File: src/rtl/sc_matrix_max7219_driver_pkg.sv
// Shared definitions for the MAX7219 matrix driver: register addresses,
// FSM/phase encodings and the fixed power-up word list.
package sc_matrix_max7219_driver_pkg;

    localparam logic [7:0] ADDR_DIGIT0    = 8'h01;
    localparam logic [7:0] ADDR_DECODE    = 8'h09;
    localparam logic [7:0] ADDR_INTENSITY = 8'h0A;
    localparam logic [7:0] ADDR_SCANLIMIT = 8'h0B;
    localparam logic [7:0] ADDR_SHUTDOWN  = 8'h0C;
    localparam logic [7:0] ADDR_TEST      = 8'h0F;

    localparam logic [3:0] INIT_WORDS  = 4'd5;
    localparam logic [3:0] FRAME_WORDS = 4'd8;

    typedef enum logic [1:0] {
        ST_INIT,
        ST_IDLE,
        ST_FRAME
    } main_state_e;

    typedef enum logic [2:0] {
        PH_IDLE,
        PH_SETUP,
        PH_HIGH,
        PH_LOW,
        PH_GAP
    } shift_phase_e;

    function automatic logic [15:0] init_word(input logic [2:0] idx,
                                              input logic [3:0] intensity,
                                              input logic [2:0] scan_limit);
        logic [15:0] w;
        case (idx)
            3'd0:    w = {ADDR_TEST, 8'h00};
            3'd1:    w = {ADDR_DECODE, 8'h00};
            3'd2:    w = {ADDR_INTENSITY, 4'h0, intensity};
            3'd3:    w = {ADDR_SCANLIMIT, 5'h00, scan_limit};
            default: w = {ADDR_SHUTDOWN, 8'h01};
        endcase
        return w;
    endfunction

endpackage

File: src/rtl/sc_matrix_max7219_driver_shift.sv
// 16-bit MSB-first serialiser for the MAX7219 3-wire bus. A word is accepted
// on start while ready is high; done marks the last GAP cycle, where a new
// start chains the next word with no idle cycle.
module sc_max7219_shift
    import sc_matrix_max7219_driver_pkg::*;
#(
    parameter int DIV_HALF = 25
) (
    input  logic        clk,
    input  logic        rst_n,
    input  logic        start,
    input  logic [15:0] word_InBus,
    output logic        ready,
    output logic        done,
    output logic        din,
    output logic        sclk,
    output logic        cs_n
);

    localparam int CW = $clog2(DIV_HALF + 1);
    localparam logic [CW-1:0] CNT_LAST = CW'(DIV_HALF - 1);

    shift_phase_e   phase_q, phase_d;
    logic [CW-1:0]  cnt_q, cnt_d;
    logic [3:0]     bit_q, bit_d;
    logic [15:0]    sreg_q, sreg_d;
    logic           din_q, din_d;
    logic           sclk_q, sclk_d;
    logic           cs_n_q, cs_n_d;
    logic           last;

    assign last  = (cnt_q == CNT_LAST);
    assign done  = (phase_q == PH_GAP) && last;
    assign ready = (phase_q == PH_IDLE) || done;

    always_comb begin
        phase_d = phase_q;
        cnt_d   = cnt_q;
        bit_d   = bit_q;
        sreg_d  = sreg_q;
        if (phase_q != PH_IDLE) begin
            cnt_d = last ? '0 : cnt_q + 1'b1;
        end
        case (phase_q)
            PH_IDLE: begin
                if (start) begin
                    phase_d = PH_SETUP;
                    sreg_d  = word_InBus;
                    bit_d   = 4'd15;
                end
            end
            PH_SETUP: begin
                if (last) phase_d = PH_HIGH;
            end
            PH_HIGH: begin
                // bit_q is decremented on entry to LOW so LOW already presents the next bit
                if (last) begin
                    if (bit_q == 4'd0) begin
                        phase_d = PH_GAP;
                    end else begin
                        phase_d = PH_LOW;
                        bit_d   = bit_q - 4'd1;
                    end
                end
            end
            PH_LOW: begin
                if (last) phase_d = PH_HIGH;
            end
            PH_GAP: begin
                if (last) begin
                    if (start) begin
                        phase_d = PH_SETUP;
                        sreg_d  = word_InBus;
                        bit_d   = 4'd15;
                    end else begin
                        phase_d = PH_IDLE;
                    end
                end
            end
            default: phase_d = PH_IDLE;
        endcase

        din_d  = 1'b0;
        sclk_d = (phase_d == PH_HIGH);
        cs_n_d = 1'b1;
        if ((phase_d == PH_SETUP) || (phase_d == PH_HIGH) || (phase_d == PH_LOW)) begin
            cs_n_d = 1'b0;
            din_d  = sreg_d[bit_d];
        end
    end

    always_ff @(posedge clk or negedge rst_n) begin
        if (!rst_n) begin
            phase_q <= PH_IDLE;
            cnt_q   <= '0;
            bit_q   <= 4'd0;
            sreg_q  <= 16'h0000;
            din_q   <= 1'b0;
            sclk_q  <= 1'b0;
            cs_n_q  <= 1'b1;
        end else begin
            phase_q <= phase_d;
            cnt_q   <= cnt_d;
            bit_q   <= bit_d;
            sreg_q  <= sreg_d;
            din_q   <= din_d;
            sclk_q  <= sclk_d;
            cs_n_q  <= cs_n_d;
        end
    end

    assign din  = din_q;
    assign sclk = sclk_q;
    assign cs_n = cs_n_q;

endmodule

File: src/rtl/sc_matrix_max7219_driver.sv
// MAX7219 8x8 matrix driver: runs the power-up register sequence, then writes
// all eight digit rows from a shadow copy on each load request.
module sc_matrix_max7219_driver
    import sc_matrix_max7219_driver_pkg::*;
#(
    parameter int         DIV_HALF   = 25,
    parameter logic [3:0] INTENSITY  = 4'h8,
    parameter logic [2:0] SCAN_LIMIT = 3'h7
) (
    input  logic        SC_MATRIXDRIVER_CLOCK_50,
    input  logic        SC_MATRIXDRIVER_RESET_InLow,
    input  logic [63:0] SC_MATRIXDRIVER_rows_InBus,
    input  logic        SC_MATRIXDRIVER_load_InHigh,
    output logic        SC_MATRIXDRIVER_busy_OutHigh,
    output logic        SC_MATRIXDRIVER_done_OutHigh,
    output logic        SC_MATRIXDRIVER_din_Out,
    output logic        SC_MATRIXDRIVER_sclk_Out,
    output logic        SC_MATRIXDRIVER_cs_OutLow
);

    main_state_e  state_q, state_d;
    logic [3:0]   idx_q, idx_d;
    logic [63:0]  shadow_q, shadow_d;
    logic [63:0]  pend_buf_q, pend_buf_d;
    logic         pending_q, pending_d;
    logic         busy_q, busy_d;
    logic         done_q, done_d;

    logic         shift_start;
    logic [15:0]  shift_word;
    logic         shift_ready;
    logic         shift_done;

    always_comb begin
        state_d     = state_q;
        idx_d       = idx_q;
        shadow_d    = shadow_q;
        pend_buf_d  = pend_buf_q;
        pending_d   = pending_q;
        done_d      = 1'b0;
        shift_start = 1'b0;
        shift_word  = 16'h0000;

        case (state_q)
            ST_INIT: begin
                if (SC_MATRIXDRIVER_load_InHigh) begin
                    pending_d  = 1'b1;
                    pend_buf_d = SC_MATRIXDRIVER_rows_InBus;
                end
                if (shift_ready && (idx_q < INIT_WORDS)) begin
                    shift_start = 1'b1;
                    shift_word  = init_word(idx_q[2:0], INTENSITY, SCAN_LIMIT);
                    idx_d       = idx_q + 4'd1;
                end else if (shift_done) begin
                    state_d = ST_IDLE;
                end
            end
            ST_IDLE: begin
                // a fresh load beats an older pending buffer
                if (SC_MATRIXDRIVER_load_InHigh) begin
                    shadow_d  = SC_MATRIXDRIVER_rows_InBus;
                    pending_d = 1'b0;
                    idx_d     = 4'd0;
                    state_d   = ST_FRAME;
                end else if (pending_q) begin
                    shadow_d  = pend_buf_q;
                    pending_d = 1'b0;
                    idx_d     = 4'd0;
                    state_d   = ST_FRAME;
                end
            end
            ST_FRAME: begin
                if (SC_MATRIXDRIVER_load_InHigh) begin
                    pending_d  = 1'b1;
                    pend_buf_d = SC_MATRIXDRIVER_rows_InBus;
                end
                if (shift_ready && (idx_q < FRAME_WORDS)) begin
                    shift_start = 1'b1;
                    shift_word  = {ADDR_DIGIT0 + {5'b00000, idx_q[2:0]},
                                   shadow_q[{idx_q[2:0], 3'b000} +: 8]};
                    idx_d       = idx_q + 4'd1;
                end else if (shift_done) begin
                    done_d  = 1'b1;
                    state_d = ST_IDLE;
                end
            end
            default: state_d = ST_INIT;
        endcase

        busy_d = (state_d != ST_IDLE);
    end

    always_ff @(posedge SC_MATRIXDRIVER_CLOCK_50 or negedge SC_MATRIXDRIVER_RESET_InLow) begin
        if (!SC_MATRIXDRIVER_RESET_InLow) begin
            state_q    <= ST_INIT;
            idx_q      <= 4'd0;
            shadow_q   <= 64'h0;
            pend_buf_q <= 64'h0;
            pending_q  <= 1'b0;
            busy_q     <= 1'b1;
            done_q     <= 1'b0;
        end else begin
            state_q    <= state_d;
            idx_q      <= idx_d;
            shadow_q   <= shadow_d;
            pend_buf_q <= pend_buf_d;
            pending_q  <= pending_d;
            busy_q     <= busy_d;
            done_q     <= done_d;
        end
    end

    sc_max7219_shift #(
        .DIV_HALF(DIV_HALF)
    ) u_shift (
        .clk       (SC_MATRIXDRIVER_CLOCK_50),
        .rst_n     (SC_MATRIXDRIVER_RESET_InLow),
        .start     (shift_start),
        .word_InBus(shift_word),
        .ready     (shift_ready),
        .done      (shift_done),
        .din       (SC_MATRIXDRIVER_din_Out),
        .sclk      (SC_MATRIXDRIVER_sclk_Out),
        .cs_n      (SC_MATRIXDRIVER_cs_OutLow)
    );

    assign SC_MATRIXDRIVER_busy_OutHigh = busy_q;
    assign SC_MATRIXDRIVER_done_OutHigh = done_q;

endmodule

File: config.mk
export PLATFORM = sky130hd
export DESIGN_NAME = sc_matrix_max7219_driver
export DESIGN_NICKNAME = d
export VERILOG_FILES = /design/src/rtl/sc_matrix_max7219_driver_pkg.sv /design/src/rtl/sc_matrix_max7219_driver_shift.sv /design/src/rtl/sc_matrix_max7219_driver.sv
export SDC_FILE = /design/constraint.sdc
export NUM_CORES = 1
export LEC_CHECK = 0
export CAP_MARGIN = 20
export CELL_PAD_IN_SITES_DETAIL_PLACEMENT = 1
export CELL_PAD_IN_SITES_GLOBAL_PLACEMENT = 1
export CORE_AREA = 2 2 159 114
export CTS_CLUSTER_SIZE = 24
export DETAILED_ROUTE_END_ITERATION = 8
export DIE_AREA = 0 0 161 116
export PLACE_DENSITY_LB_ADDON = 0.2
export SLEW_MARGIN = 25
export SYNTH_ARGS = -nofsm -noshare
export SYNTH_HDL_FRONTEND = slang
export SYNTH_SLANG_ARGS = --single-unit
File: constraint.sdc
create_clock -name SC_MATRIXDRIVER_CLOCK_50 -period 3.77 [get_ports SC_MATRIXDRIVER_CLOCK_50]
set_input_delay 0.5655 -clock SC_MATRIXDRIVER_CLOCK_50 [delete_from_list [all_inputs] [get_ports SC_MATRIXDRIVER_CLOCK_50]]
set_output_delay 0.5655 -clock SC_MATRIXDRIVER_CLOCK_50 [all_outputs]
set_load 0.05 [all_outputs]
==> metrics.txt <==
outcome=finished clean; hold buffer count at cts=0; Core Box Area=17000 um2; Worst Reg-to-Reg Cells=9; Sink Count=168; final setup vio count=0; commonest non-fill, non-tap cell in the layout=dfrtp_1; Detailed Route WL=19400 um; Layout Nets=799; CTS resizes=0; top-level I/O count=72; DR iter-0 viols=273; cts bufs inserted=17; maximum vdd drop=0.302 mV; mapped cell area=7800 um2; worst-skew pair later-pin latency=0.43 ns; Slew HR=47.3%; Overflow after GRT=0; syn_area_per_cell=11.8 um2; Synth cell types=52; post-CTS setup buffers=0; commonest cells after routing, fill and taps aside=dfrtp_1 (166), nand2_1 (88), o21ai_0 (81); final hold viol count=0; Clock Tree Buf Depth=2; DIE HEIGHT=116 um; Power Density=593 nW/um2; vias in the first global route=5778; root buf cell=clkbuf_16; Final Worst Setup Slack=0.591 ns; worst slew pin tran=0.790 ns; site row count=40; FF-to-FF End=u_shift.din; FF+latch count, synth=168; top post-synthesis cells by area=dfrtp_1 (53%), mux2i_1 (9.8%), mux2_2 (9.2%), o21ai_0 (5.2%), mux4_2 (4.6%); first-pass GRT wire length=31600 um; RSZ-0062 raised after global routing=false; most common flop cell mapped by yosys=dfrtp_1; Post-Syn Instances=661; Crit path required time=4.06 ns; worst-path cell chain=clkinv_1, ha_1, or3b_2, o211a_1, a211oi_1, inv_1, o2111a_1, o32ai_1, a21oi_1; Critical Path Sink Type=flip-flop; port bufs=71; detailed-route via count=5313; 1st-pass router iterations=4; Inserted Diodes=0; pin count of the biggest net entering global routing=112; die area=18700 um2; initial cell density of the core=45.8%; Seq/Total Area, Yosys=54.0%; dpl hpwl=13200 um; Max stage delay cell, worst path=a211oi_1; routed wire length per instance=20.0 um; Fin Setup TNS=0 ns; antenna violations before repair=0; Final Cycle Share=84.3%; FFs w/ async S/R, synth=100%; vias per cell=5.49; Syn Nets=737; DRC=0; H-tree levels=4; EDFF count, synth=0; fmax=315 MHz; HP Class=in -> async; max-cap viol count=0; Final ANT Viol Nets=0; Pins Over Slew Limit=0; critical path class=reg -> reg; Tot GR Track Use=22.0%; leading area contributor after synthesis=dfrtp_1; Reg-to-Reg Start=idx_q[0]; Total Power=5.57 mW; crit path DAT=3.47 ns; Yosys top cell area share=53.3%; Period minus WS final=3.18 ns; Leakage=4.20 nW; r2r setup slk=0.59 ns; non-filler cells, final=967; skew final=0.00763 ns; Max FO, Critical Path=8; share of layout cells above drive strength 1=18.5%; slowest stage delay, CP=0.58 ns; Worst-path clk slew=0.07 ns; CP startpoint kind=flip-flop; Synthesis Warnings=0; CTS tree=yes; pre-CTS setup slack=0.565 ns; Cells after DPL=933; Placer Congestion=0.818; area grow syn2layout=20.5%; die width=161 um
-- through the flow --
step	instance area [um2]	hold slack (ns)	util (%)
floorplan	7800	0.270	-
global placement	8740	0.461	51.3
detailed placement	8740	0.461	51.3
CTS	9370	0.229	55.0
global route	9400	0.256	55.2
finish	9400	0.198	55.2
-- logic make-up (layout without fill, tap and decap cells) --
kind of cell | after synthesis | count (layout) | synth area share, %
DFF | 168 | 168 | 54.0
muxes | 156 | 156 | 23.6
and+or+nand+nor | 150 | 150 | 8.92
AOI/OAI and AO/OA | 121 | 121 | 9.02
buffers and inverters | 55 | 130 | 2.81
adders and majority gates | 9 | 9 | 1.44
xor gates and xnor gates | 2 | 2 | 0.225
-- layout make-up --
class                   count  area [um2]
clock buffers              22         464
clock inverters            10         166
fillers                  1750        7620
inverters                  14        52.6
multi-input cells         438        3380
flip-flops and latches    168        4210
well taps                 231         289
repair buffers             84         836
-- power by group --
group / switching (mW) / internal [mW]
clock network: 0.736 / 1.15
logic: 0.806 / 0.626
registers: 0.184 / 2.07
-- worst max-delay path by stage --
stage	start	end	slack, ns	cells past startpoint
6_report	idx_q[0]	u_shift.din	0.59	9
5_1_grt	u_shift.cnt_q[0]	u_shift.din	0.44	10
3_3_place_gp	idx_q[0]	u_shift.din	0.70	9
4_1_cts	idx_q[0]	u_shift.din	0.54	9
3_5_place_dp	idx_q[0]	u_shift.din	0.56	9
2_1_floorplan	idx_q[0]	u_shift.din	0.79	10
-- state kept, by name, summed over array words and instances (netlist names), 2 cells and up --
signal,flops
u_shift.phase_q,3
u_shift.sreg_q,16
state_q,2
shadow_q,64
pend_buf_q,64
idx_q,4
u_shift.cnt_q,5
u_shift.bit_q,4
-- worst max-delay path, delay by kind of cell, from the launching register on --
family	cells	cell delay, ns
compound gates	5	1.38
buf+inv	2	0.49
simple gates	1	0.49
flops	1	0.35
fa+ha+maj	1	0.33
-- routing by layer --
metal | GRT usage [%] | routed length, um | part of all wire (%)
met1 | 31.1 | 9110 | 47
met5 | 0 | 0 | 0
met2 | 35.4 | 9270 | 48
met3 | 4.55 | 845 | 4.4
met4 | 5.48 | 155 | 0.80
-- synthesized netlist by cell type, types with 5 or more instances --
cell type,n
buf_1,5
and2_1,9
mux4_2,16
mux2_2,64
a21oi_1,12
ha_1,9
nand2_1,88
mux2i_1,76
nor3_1,6
nor2_1,17
o21ai_0,81
dfrtp_1,166
nand3_1,9
clkbuf_1,31
inv_1,13
Note: power is estimated with default switching activity, not from simulation.
